$ cat src/rtl/ad_emu_pkg.sv
// rtl/ad_emu_pkg.sv - shared constants, enums and LFSR step for the ADC emulator
package ad_emu_pkg;

  localparam logic [7:0] REG_MODE     = 8'h00;
  localparam logic [7:0] REG_CONST_L  = 8'h01;
  localparam logic [7:0] REG_CONST_H  = 8'h02;
  localparam logic [7:0] REG_STEP     = 8'h03;
  localparam logic [7:0] REG_FRAMES_L = 8'h04;
  localparam logic [7:0] REG_FRAMES_H = 8'h05;
  localparam logic [7:0] REG_SHORT    = 8'h06;

  typedef enum logic [1:0] {
    PAT_CONST  = 2'd0,
    PAT_RAMP   = 2'd1,
    PAT_SQUARE = 2'd2,
    PAT_LFSR   = 2'd3
  } pat_mode_e;

  typedef enum logic [1:0] {
    ST_IDLE  = 2'd0,
    ST_SHIFT = 2'd1,
    ST_TAIL  = 2'd2
  } frame_state_e;

  // Taps x^16+x^14+x^13+x^11+1 seen from a right-shifting register: bits 0,2,3,5
  localparam logic [15:0] LFSR_TAPS = 16'h002D;

  function automatic logic [15:0] lfsr_next(input logic [15:0] s);
    return {^(s & LFSR_TAPS), s[15:1]};
  endfunction

endpackage

$ cat src/rtl/ad_emu_if.sv
// rtl/ad_emu_if.sv - serial read pins and fx register bus of the ADC emulator
interface ad_emu_if;
  logic        cs_n;
  logic        sclk;
  logic        sdata;
  logic [21:0] fx_waddr;
  logic        fx_wr;
  logic [7:0]  fx_data;
  logic        fx_rd;
  logic [21:0] fx_raddr;
  logic [7:0]  fx_q;

  modport master (
    output cs_n, sclk, fx_waddr, fx_wr, fx_data, fx_rd, fx_raddr,
    input  sdata, fx_q
  );

  modport slave (
    input  cs_n, sclk, fx_waddr, fx_wr, fx_data, fx_rd, fx_raddr,
    output sdata, fx_q
  );
endinterface

$ cat src/rtl/ad_emu_pat.sv
// rtl/ad_emu_pat.sv - per-frame sample generator: constant, ramp, square, LFSR
module ad_emu_pat
  import ad_emu_pkg::*;
#(
  parameter logic [15:0] LFSR_SEED = 16'hACE1
) (
  input  logic        clk,
  input  logic        rst,
  input  pat_mode_e   mode,
  input  logic [15:0] const_val,
  input  logic [7:0]  step,
  input  logic        advance,
  input  logic        restart,
  output logic [15:0] sample
);

  logic [15:0] acc;
  logic [15:0] lfsr;
  logic        phase;

  // All generators step together so a mode switch never depends on history
  always_ff @(posedge clk or posedge rst) begin
    if (rst) begin
      acc   <= '0;
      lfsr  <= LFSR_SEED;
      phase <= 1'b0;
    end else if (restart) begin
      acc   <= '0;
      lfsr  <= LFSR_SEED;
      phase <= 1'b0;
    end else if (advance) begin
      acc   <= acc + {8'h00, step};
      lfsr  <= lfsr_next(lfsr);
      phase <= ~phase;
    end
  end

  always_comb begin
    sample = const_val;
    case (mode)
      PAT_RAMP:   sample = acc;
      PAT_SQUARE: sample = phase ? (~const_val + 16'd1) : const_val;
      PAT_LFSR:   sample = lfsr;
      default:    sample = const_val;
    endcase
  end

endmodule

$ cat src/rtl/ad_emu.sv
// rtl/ad_emu.sv - ADC serial-read responder with fx register file
module ad_emu
  import ad_emu_pkg::*;
#(
  parameter int          DATA_W      = 16,
  parameter int          SYNC_STAGES = 2,
  parameter logic [15:0] LFSR_SEED   = 16'hACE1
) (
  input  logic       clk_sys,
  input  logic       rst,
  input  logic [5:0] dev_id,
  ad_emu_if.slave    bus
);

  localparam int               CNT_W    = $clog2(DATA_W);
  localparam logic [CNT_W-1:0] LAST_BIT = CNT_W'(DATA_W - 1);

  logic [SYNC_STAGES-1:0] cs_sync, sclk_sync;
  logic                   cs_prev, sclk_prev, cs_s, sclk_s;
  logic                   cs_fall, cs_rise, sclk_fall;
  frame_state_e           state, state_n;
  logic [DATA_W-1:0]      shreg, shreg_n;
  logic [CNT_W-1:0]       bit_cnt, bit_cnt_n;
  logic                   sdata_q, sdata_n, frame_end, short_end;
  pat_mode_e              mode_r;
  logic [15:0]            const_r, frames_r, sample;
  logic [7:0]             step_r, short_r, fx_q_r, rd_data;
  logic                   wsel, rsel, mode_wr, short_wr;

  // cs_n synchronizer resets low: a reader holding cs_n low across reset cannot fake a frame start
  always_ff @(posedge clk_sys or posedge rst) begin
    if (rst) begin
      cs_sync   <= '0;
      sclk_sync <= '1;
      cs_prev   <= 1'b0;
      sclk_prev <= 1'b1;
    end else begin
      cs_sync   <= {cs_sync[SYNC_STAGES-2:0], bus.cs_n};
      sclk_sync <= {sclk_sync[SYNC_STAGES-2:0], bus.sclk};
      cs_prev   <= cs_s;
      sclk_prev <= sclk_s;
    end
  end

  assign cs_s      = cs_sync[SYNC_STAGES-1];
  assign sclk_s    = sclk_sync[SYNC_STAGES-1];
  assign cs_fall   = cs_prev & ~cs_s;
  assign cs_rise   = ~cs_prev & cs_s;
  assign sclk_fall = sclk_prev & ~sclk_s;

  always_ff @(posedge clk_sys or posedge rst) begin
    if (rst) begin
      state   <= ST_IDLE;
      shreg   <= '0;
      bit_cnt <= '0;
      sdata_q <= 1'b0;
    end else begin
      state   <= state_n;
      shreg   <= shreg_n;
      bit_cnt <= bit_cnt_n;
      sdata_q <= sdata_n;
    end
  end

  always_comb begin
    state_n   = state;
    shreg_n   = shreg;
    bit_cnt_n = bit_cnt;
    frame_end = 1'b0;
    short_end = 1'b0;
    if (state != ST_IDLE && cs_rise) begin
      state_n   = ST_IDLE;
      frame_end = 1'b1;
      short_end = (state == ST_SHIFT);
    end else begin
      case (state)
        ST_IDLE: begin
          if (cs_fall) begin
            shreg_n   = DATA_W'(sample);
            bit_cnt_n = '0;
            state_n   = ST_SHIFT;
          end
        end
        ST_SHIFT: begin
          if (sclk_fall) begin
            if (bit_cnt == LAST_BIT) begin
              state_n = ST_TAIL;
            end else begin
              shreg_n   = shreg << 1;
              bit_cnt_n = bit_cnt + CNT_W'(1);
            end
          end
        end
        default: ;
      endcase
    end
    sdata_n = (state_n == ST_SHIFT) ? shreg_n[DATA_W-1] : 1'b0;
  end

  assign wsel     = bus.fx_wr && (bus.fx_waddr[21:16] == dev_id) && (bus.fx_waddr[15:8] == 8'h00);
  assign rsel     = bus.fx_rd && (bus.fx_raddr[21:16] == dev_id) && (bus.fx_raddr[15:8] == 8'h00);
  assign mode_wr  = wsel && (bus.fx_waddr[7:0] == REG_MODE);
  assign short_wr = wsel && (bus.fx_waddr[7:0] == REG_SHORT);

  always_ff @(posedge clk_sys or posedge rst) begin
    if (rst) begin
      mode_r   <= PAT_CONST;
      const_r  <= 16'h0000;
      step_r   <= 8'h01;
      frames_r <= 16'h0000;
      short_r  <= 8'h00;
    end else begin
      if (frame_end)
        frames_r <= frames_r + 16'd1;
      if (short_wr)
        short_r <= 8'h00;
      else if (short_end && short_r != 8'hFF)
        short_r <= short_r + 8'd1;
      if (wsel) begin
        case (bus.fx_waddr[7:0])
          REG_MODE:    mode_r         <= pat_mode_e'(bus.fx_data[1:0]);
          REG_CONST_L: const_r[7:0]   <= bus.fx_data;
          REG_CONST_H: const_r[15:8]  <= bus.fx_data;
          REG_STEP:    step_r         <= bus.fx_data;
          default: ;
        endcase
      end
    end
  end

  always_comb begin
    rd_data = 8'h00;
    case (bus.fx_raddr[7:0])
      REG_MODE:     rd_data = {6'b000000, mode_r};
      REG_CONST_L:  rd_data = const_r[7:0];
      REG_CONST_H:  rd_data = const_r[15:8];
      REG_STEP:     rd_data = step_r;
      REG_FRAMES_L: rd_data = frames_r[7:0];
      REG_FRAMES_H: rd_data = frames_r[15:8];
      REG_SHORT:    rd_data = short_r;
      default:      rd_data = 8'h00;
    endcase
  end

  always_ff @(posedge clk_sys or posedge rst) begin
    if (rst)
      fx_q_r <= 8'h00;
    else
      fx_q_r <= rsel ? rd_data : 8'h00;
  end

  assign bus.sdata = sdata_q;
  assign bus.fx_q  = fx_q_r;

  ad_emu_pat #(.LFSR_SEED(LFSR_SEED)) u_pat (
    .clk       (clk_sys),
    .rst       (rst),
    .mode      (mode_r),
    .const_val (const_r),
    .step      (step_r),
    .advance   (frame_end),
    .restart   (mode_wr),
    .sample    (sample)
  );

endmodule

$ cat src/flat_wrapper.sv
// flat-port wrapper written by rule: the top's interface ports become plain ports
module ad_emu_flat import ad_emu_pkg::*;
#(
  parameter int          DATA_W      = 16,
  parameter int          SYNC_STAGES = 2,
  parameter logic [15:0] LFSR_SEED   = 16'hACE1
)
  (clk_sys, rst, dev_id, bus_cs_n, bus_sclk, bus_fx_waddr, bus_fx_wr, bus_fx_data, bus_fx_rd, bus_fx_raddr, bus_sdata, bus_fx_q);
  ad_emu_if bus_i ();
  input  logic clk_sys;
  input  logic rst;
  input  logic [5:0] dev_id;
  input wire logic [$bits(bus_i.cs_n)-1:0] bus_cs_n;
  input wire logic [$bits(bus_i.sclk)-1:0] bus_sclk;
  input wire logic [$bits(bus_i.fx_waddr)-1:0] bus_fx_waddr;
  input wire logic [$bits(bus_i.fx_wr)-1:0] bus_fx_wr;
  input wire logic [$bits(bus_i.fx_data)-1:0] bus_fx_data;
  input wire logic [$bits(bus_i.fx_rd)-1:0] bus_fx_rd;
  input wire logic [$bits(bus_i.fx_raddr)-1:0] bus_fx_raddr;
  output wire logic [$bits(bus_i.sdata)-1:0] bus_sdata;
  output wire logic [$bits(bus_i.fx_q)-1:0] bus_fx_q;
  assign bus_i.cs_n = bus_cs_n;
  assign bus_i.sclk = bus_sclk;
  assign bus_i.fx_waddr = bus_fx_waddr;
  assign bus_i.fx_wr = bus_fx_wr;
  assign bus_i.fx_data = bus_fx_data;
  assign bus_i.fx_rd = bus_fx_rd;
  assign bus_i.fx_raddr = bus_fx_raddr;
  assign bus_sdata = bus_i.sdata;
  assign bus_fx_q = bus_i.fx_q;
  ad_emu #(.DATA_W(DATA_W), .SYNC_STAGES(SYNC_STAGES), .LFSR_SEED(LFSR_SEED)) u_core (.clk_sys(clk_sys), .rst(rst), .dev_id(dev_id), .bus(bus_i));
endmodule
$ cat config.mk
export PLATFORM = sky130hd
export DESIGN_NAME = ad_emu_flat
export DESIGN_NICKNAME = d
export VERILOG_FILES = /design/src/rtl/ad_emu_pkg.sv /design/src/rtl/ad_emu_if.sv /design/src/rtl/ad_emu_pat.sv /design/src/rtl/ad_emu.sv /design/src/flat_wrapper.sv
export SDC_FILE = /design/constraint.sdc
export NUM_CORES = 1
export LEC_CHECK = 0
export CORE_MARGIN = 2
export CORE_UTILIZATION = 62
export CTS_CLUSTER_SIZE = 40
export DETAILED_ROUTE_END_ITERATION = 10
export PLACE_DENSITY_LB_ADDON = 0.1
export SYNTH_ARGS = -nofsm -noshare
export SYNTH_HDL_FRONTEND = slang
export SYNTH_HIERARCHICAL = 1
export SYNTH_SLANG_ARGS = --single-unit
$ cat constraint.sdc
create_clock -name clk_sys -period 5.9 [get_ports clk_sys]
set_input_delay 1.18 -clock clk_sys [delete_from_list [all_inputs] [get_ports clk_sys]]
set_output_delay 1.18 -clock clk_sys [all_outputs]
set_load 0.02 [all_outputs]
======== Word-level counts from Yosys, hierarchy flattened ========
Cells that the tools add are included.
cells by class
  add/subtract/negate cells ............... 5
  $mul .................................... 0
  divide/modulo/power cells ............... 0
  magnitude comparators ................... 0
  equal/unequal tests ..................... 22
  shift-type cells ........................ 0
  muxes and demuxes ....................... 29
  bitwise operators ....................... 9
  reduce and logical (&&, ||, !) cells .... 23
operators by type and width
  operator                                       count
  two-way mux 16 bit                             9
  one-hot mux 8 bit (7 select lines)             1
  one-hot mux 16 bit (3 select lines)            1
  adder 16 x 1 -> 16 bit, second input constant  2
  == test 8 x 2 -> 1 bit, second input constant  4
  == test 8 x 3 -> 1 bit, second input constant  4
  logical NOT 8 bit                              4
  one-hot mux 16 bit (2 select lines)            1
  two-way mux 8 bit                              3
  adder 16 x 8 -> 16 bit                         1
  == test 8 x 1 -> 1 bit, second input constant  2
  NOT 16 bit                                     1
  XOR reduction 16 bit                           1
  == test 6 bit                                  2
  two-way mux 4 bit                              3
  adder 8 x 1 -> 8 bit, second input constant    1
  logical AND 1 bit                              8
  two-way mux 2 bit                              4
  != test 8 bit, second input constant           1
  one-hot mux 4 bit (2 select lines)             1
  AND reduction 2 bit                            4
  nonzero test 2 bit                             4
  == test 2 x 1 -> 1 bit, second input constant  3
  two-way mux 1 bit                              5
  10 further kinds                               18
word-level totals
  register bits after elaboration ......... 120
  bits in latches ......................... 0
  bits in writable memories ............... 0
  memory bits (read-only) ................. 0
  input bits .............................. 64
  logic and storage cells ................. 107
  memories ................................ 0

======== Logic depth before layout (Yosys ltp) ========
  depth in word-level cells ............... 8
  depth in mapped cells ................... 9
  depth with buffers taken out ............ 9

======== Hierarchy ========
Netlist, hierarchy kept.
by module, submodules not included
  module      times used  cells an instance  area each (sq um)  sequential area each (sq um)
  ad_emu      1           389                4267.8             2182.1
  ad_emu_pat  1           281                2581.2             835.8

======== Least setup slack after synthesis ========
No wires, ideal clock.
  path type ............................... input -> register
  start ................................... input bus_fx_waddr[3]
  end ..................................... register u_core.u_pat.acc[11]
  data arrival time ....................... 3.345 ns
  data required time ...................... 5.768 ns
  path slack .............................. 2.423 ns
  cell stages on the path ................. 7
  buffers on the path ..................... 3
  cell sequence ........................... or3_1 -> or4_1 -> nor4_1 -> clkbuf_1 -> clkbuf_1 -> buf_1 -> nor2_1
between the ends
  longest elaborated chain between the ends .. 3
ends and longest elaborated chain
  element                                                   line                source
  start: declaration                                        flat_wrapper.sv:15  input wire logic [$bits(bus_i.fx_waddr)-1:0] bus_fx_waddr;
  logical NOT 8 bit *                                       ad_emu.sv:102       assign mode_wr = wsel && (bus.fx_waddr[7:0] == REG_MODE);
  logical AND 1 bit *                                       ad_emu.sv:102
  named net u_core.mode_wr                                  ad_emu.sv:28        logic wsel, rsel, mode_wr, short_wr;
  two-way mux 16 bit or nonzero test 2 bit (tied branches)  --
  end signal: assignment                                    ad_emu_pat.sv:32    acc <= acc + {8'h00, step};
  end: declaration                                          ad_emu_pat.sv:17    logic [15:0] acc;
Mark *: on every way through the listed nets, which the timed path passes. The rest lies on a longest branch.
A chain may end at the register's enable or synchronous reset.

======== Final worst setup path ========
  start ................................... input dev_id[1]
  end ..................................... register u_core.u_pat.acc[14]
between the ends
  longest elaborated chain between the ends .. 5
ends and longest elaborated chain
  element                                                   line                source
  start: declaration                                        flat_wrapper.sv:12  input logic [5:0] dev_id;
  == test 6 bit *                                           ad_emu.sv:100       assign wsel = bus.fx_wr && (bus.fx_waddr[21:16] == dev_id) && (bus.fx_waddr[15:8] == 8'h00);
  logical AND 1 bit * (2 in a row)                          ad_emu.sv:100
  logical AND 1 bit *                                       ad_emu.sv:102
  named net u_core.mode_wr                                  ad_emu.sv:28
  two-way mux 16 bit or nonzero test 2 bit (tied branches)  --
Marks and branches as above.

==> impl_metrics.json <==
{
  "finalNetCount": 813,
  "tightest_slew_ps": 981,
  "synth_most_common_cell": "dfrtp_1",
  "grt_max_degree": 52,
  "ys_seq_area_frac": 0.441,
  "detail_route.drc_violations": 0,
  "gp_congestion": 0.876,
  "syn_area_per_cell_um2": 10.2,
  "peakVddDrop_v": 0.000256,
  "cts-root-buf": "clkbuf_8",
  "portBuffers": 72,
  "hold_path_depth": 0,
  "grt.overflow.total": 0,
  "r2r_start": "u_core/state[0]",
  "max_slew_margin": 0.344,
  "synth.ff_latch_count": 120,
  "vias": 5422,
  "die_area_um2": 11900,
  "route.detailed.wl_per_inst_um": 18.6,
  "grt_pass1_vias": 5322,
  "drive_above_1_share": 0.147,
  "synth_cell_types": 68,
  "drv_cap": 0,
  "placed_cell_area_um2": 7640,
  "ioPinCount": 73,
  "fin_setup_tns_ps": 0,
  "syn_area_um2": 6850,
  "crit_path_start": "dev_id[1]",
  "die_h_um": 109,
  "clk_pin_slew_ps": 60,
  "antenna_left": 0,
  "worst_ep_required_time_ps": 6370,
  "grt_usage": 0.293,
  "clk_path_buf_depth": 2,
  "start_util": 0.635,
  "leakagePower_nw": 3.47,
  "cp-end-kind": "register",
  "r2r_end": "u_core/u_pat/acc[14]",
  "fin_crit_sh": 0.641,
  "setup_viol": 0,
  "period_needed_ps": 3780,
  "via_per_inst": 6.11,
  "core_area_um2": 10800,
  "cts_num_sinks": 120,
  "whs_ps": 348,
  "rr_worst_depth": 9,
  "synth-main-ff-cell": "dfrtp_1",
  "ctsHtreeMaxLevel": 4,
  "postRouteWirelength_um": 16500,
  "critPathArrivalTime_ps": 4250,
  "fin_worst_skew_ps": 11.5,
  "status": "complete, no violations",
  "synth-async-reset-ratio": 1.00,
  "startpoint_type": "primary input",
  "power.density_nw_per_um2": 291,
  "synth.area.top_cells": "dfrtp_1 39%, mux2i_1 6.3%, mux2_2 6.2%",
  "hold_viol": 0,
  "clock_latency_ps": 530,
  "max_freq_mhz": 265,
  "post-route-util": 0.756,
  "synth_top_area_cell": "dfrtp_1",
  "hold_buffers": 0,
  "hp-start": "u_core/cs_sync[0]",
  "post_cts_buffers": 0,
  "rows": 38,
  "rsz0062_at_grt": "no",
  "dp_hpwl_um": 11900,
  "postLayoutCellArea_um2": 8160,
  "cts_tree": "yes",
  "min_path_type": "reg -> reg",
  "antenna_found_initial": 0,
  "drt_iter0_drc": 575,
  "synth_edf_count": 0,
  "synth_top_cell_area_share": 0.395,
  "cts_resized": 0,
  "critPathKind": "in -> reg",
  "synth_fp_nets": 747,
  "dp_slack_ps": 1610,
  "setup_ws_ps": 2120,
  "n_antenna_cell": 0,
  "ys_top_cells_by_count": "108 x dfrtp_1, 64 x nor2_1, 44 x nand2_1",
  "numCtsBuffers": 17,
  "synth_warnings": 6,
  "regToRegSetupSlack_ps": 2820,
  "syn_to_final_growth_pct": 19.2,
  "grt_first_pass_wirelength_um": 26500,
  "path_max_fanout": 39,
  "synth_cells": 670,
  "worstHoldEndpoint": "u_core/cs_sync[1]",
  "die_x_um": 109,
  "dr.pass1.iters": 5,
  "final-max-slew-violation-count": 0
}
## worst max-delay path by stage
stage / cells after the start / end / slack [ps]
2_1_floorplan: 7 / u_core/u_pat/acc[11] / 2420
3_3_place_gp: 11 / u_core/u_pat/acc[14] / 1760
3_5_place_dp: 11 / u_core/u_pat/acc[14] / 1610
4_1_cts: 11 / u_core/u_pat/acc[14] / 2160
5_1_grt: 11 / u_core/u_pat/acc[14] / 1950
6_report: 11 / u_core/u_pat/acc[14] / 2120
## layout by cell type (no fill, tap or decap), drive strengths merged, types with 4 or more instances in the layout
master         instances
nor2b                 20
xnor2                 29
dfstp                 12
a221oi                 8
a211oi                 9
o41ai                  4
nor4                   6
ha                    12
a21o                   4
o21ai                 26
nand3b                 4
and3                   4
a22oi                 18
mux2i                 43
a211o                  8
xor2                  26
mux2                  38
nor4b                  4
nor3                   8
nand2                 44
inv                   14
or2                    5
a21oi                 28
clkdlybuf4s50         72
nand4                 11
o211ai                 4
clkbuf                22
nand2b                14
nand3                 15
buf                    6
clkinv                 8
or3                    8
dfrtp                108
nor2                  65
## worst max-delay path: stages
cell,delay (ps)
clkdlybuf4s50_1,510
nand2b_1,120
o2111ai_1,110
or4_1,560
nor4_2,300
buf_4,400
nor2_1,120
nor3_1,320
o21ai_0,210
a211o_1,330
nand2_1,70
## cells by family (layout without fill, tap and decap cells)
| group | Yosys count | count (layout) | synth area share |
|---|---|---|---|
| simple gates | 226 | 226 | 0.179 |
| buf+inv | 46 | 124 | 0.0311 |
| fa+ha+maj | 13 | 13 | 0.0248 |
| compound gates | 129 | 129 | 0.129 |
| flops | 120 | 120 | 0.441 |
| xor+xnor | 55 | 55 | 0.0703 |
| mux | 81 | 81 | 0.125 |
## registers in the layout, summed over array words and instances, names as in the netlist, 2 cells and up
name	cells
u_core/step_r	8
u_core/shreg	16
u_core/cs_sync	2
u_core/const_r	16
u_core/bus.fx_q	8
u_core/sclk_sync	2
u_core/state	2
u_core/bit_cnt	4
u_core/frames_r	16
u_core/mode_r	2
u_core/short_r	8
u_core/u_pat/lfsr	16
u_core/u_pat/acc	16
## layer usage
| metal | routed length (um) | share of wire | GRT usage | vias up |
|---|---|---|---|---|
| li1 | - | - | - | 2548 |
| met1 | 7460 | 0.45 | 0.400 | 2665 |
| met2 | 7730 | 0.47 | 0.451 | 183 |
| met3 | 940 | 0.057 | 0.0777 | 26 |
| met4 | 350 | 0.021 | 0.109 | 0 |
| met5 | 0 | 0 | 0 | - |
## layout make-up
class / instances / area [um^2]
multi-input combinational: 504 / 3620
sequential: 120 / 3020
fill: 756 / 2630
timing repair buffer: 78 / 766
clock buffer: 22 / 473
tap: 140 / 175
inverter: 15 / 57.6
clock inverter: 9 / 50.0
## through the flow
| step | cells | total power [mW] |
|---|---|---|
| after floorplan | 670 | 1.33 |
| after global placement | 857 | 1.44 |
| after detailed placement | 857 | 1.47 |
| after CTS | 888 | 2.38 |
| after global routing | 888 | 2.48 |
| final | 888 | 2.37 |
## report_power, final
group          leakage, nW  switching (mW)  internal (mW)
Clock                0.262           0.356          0.551
Combinational         1.67           0.174          0.199
Sequential            1.54           0.136          0.955
Total                 3.47           0.667           1.71
Power figures use the tool's default switching activity.
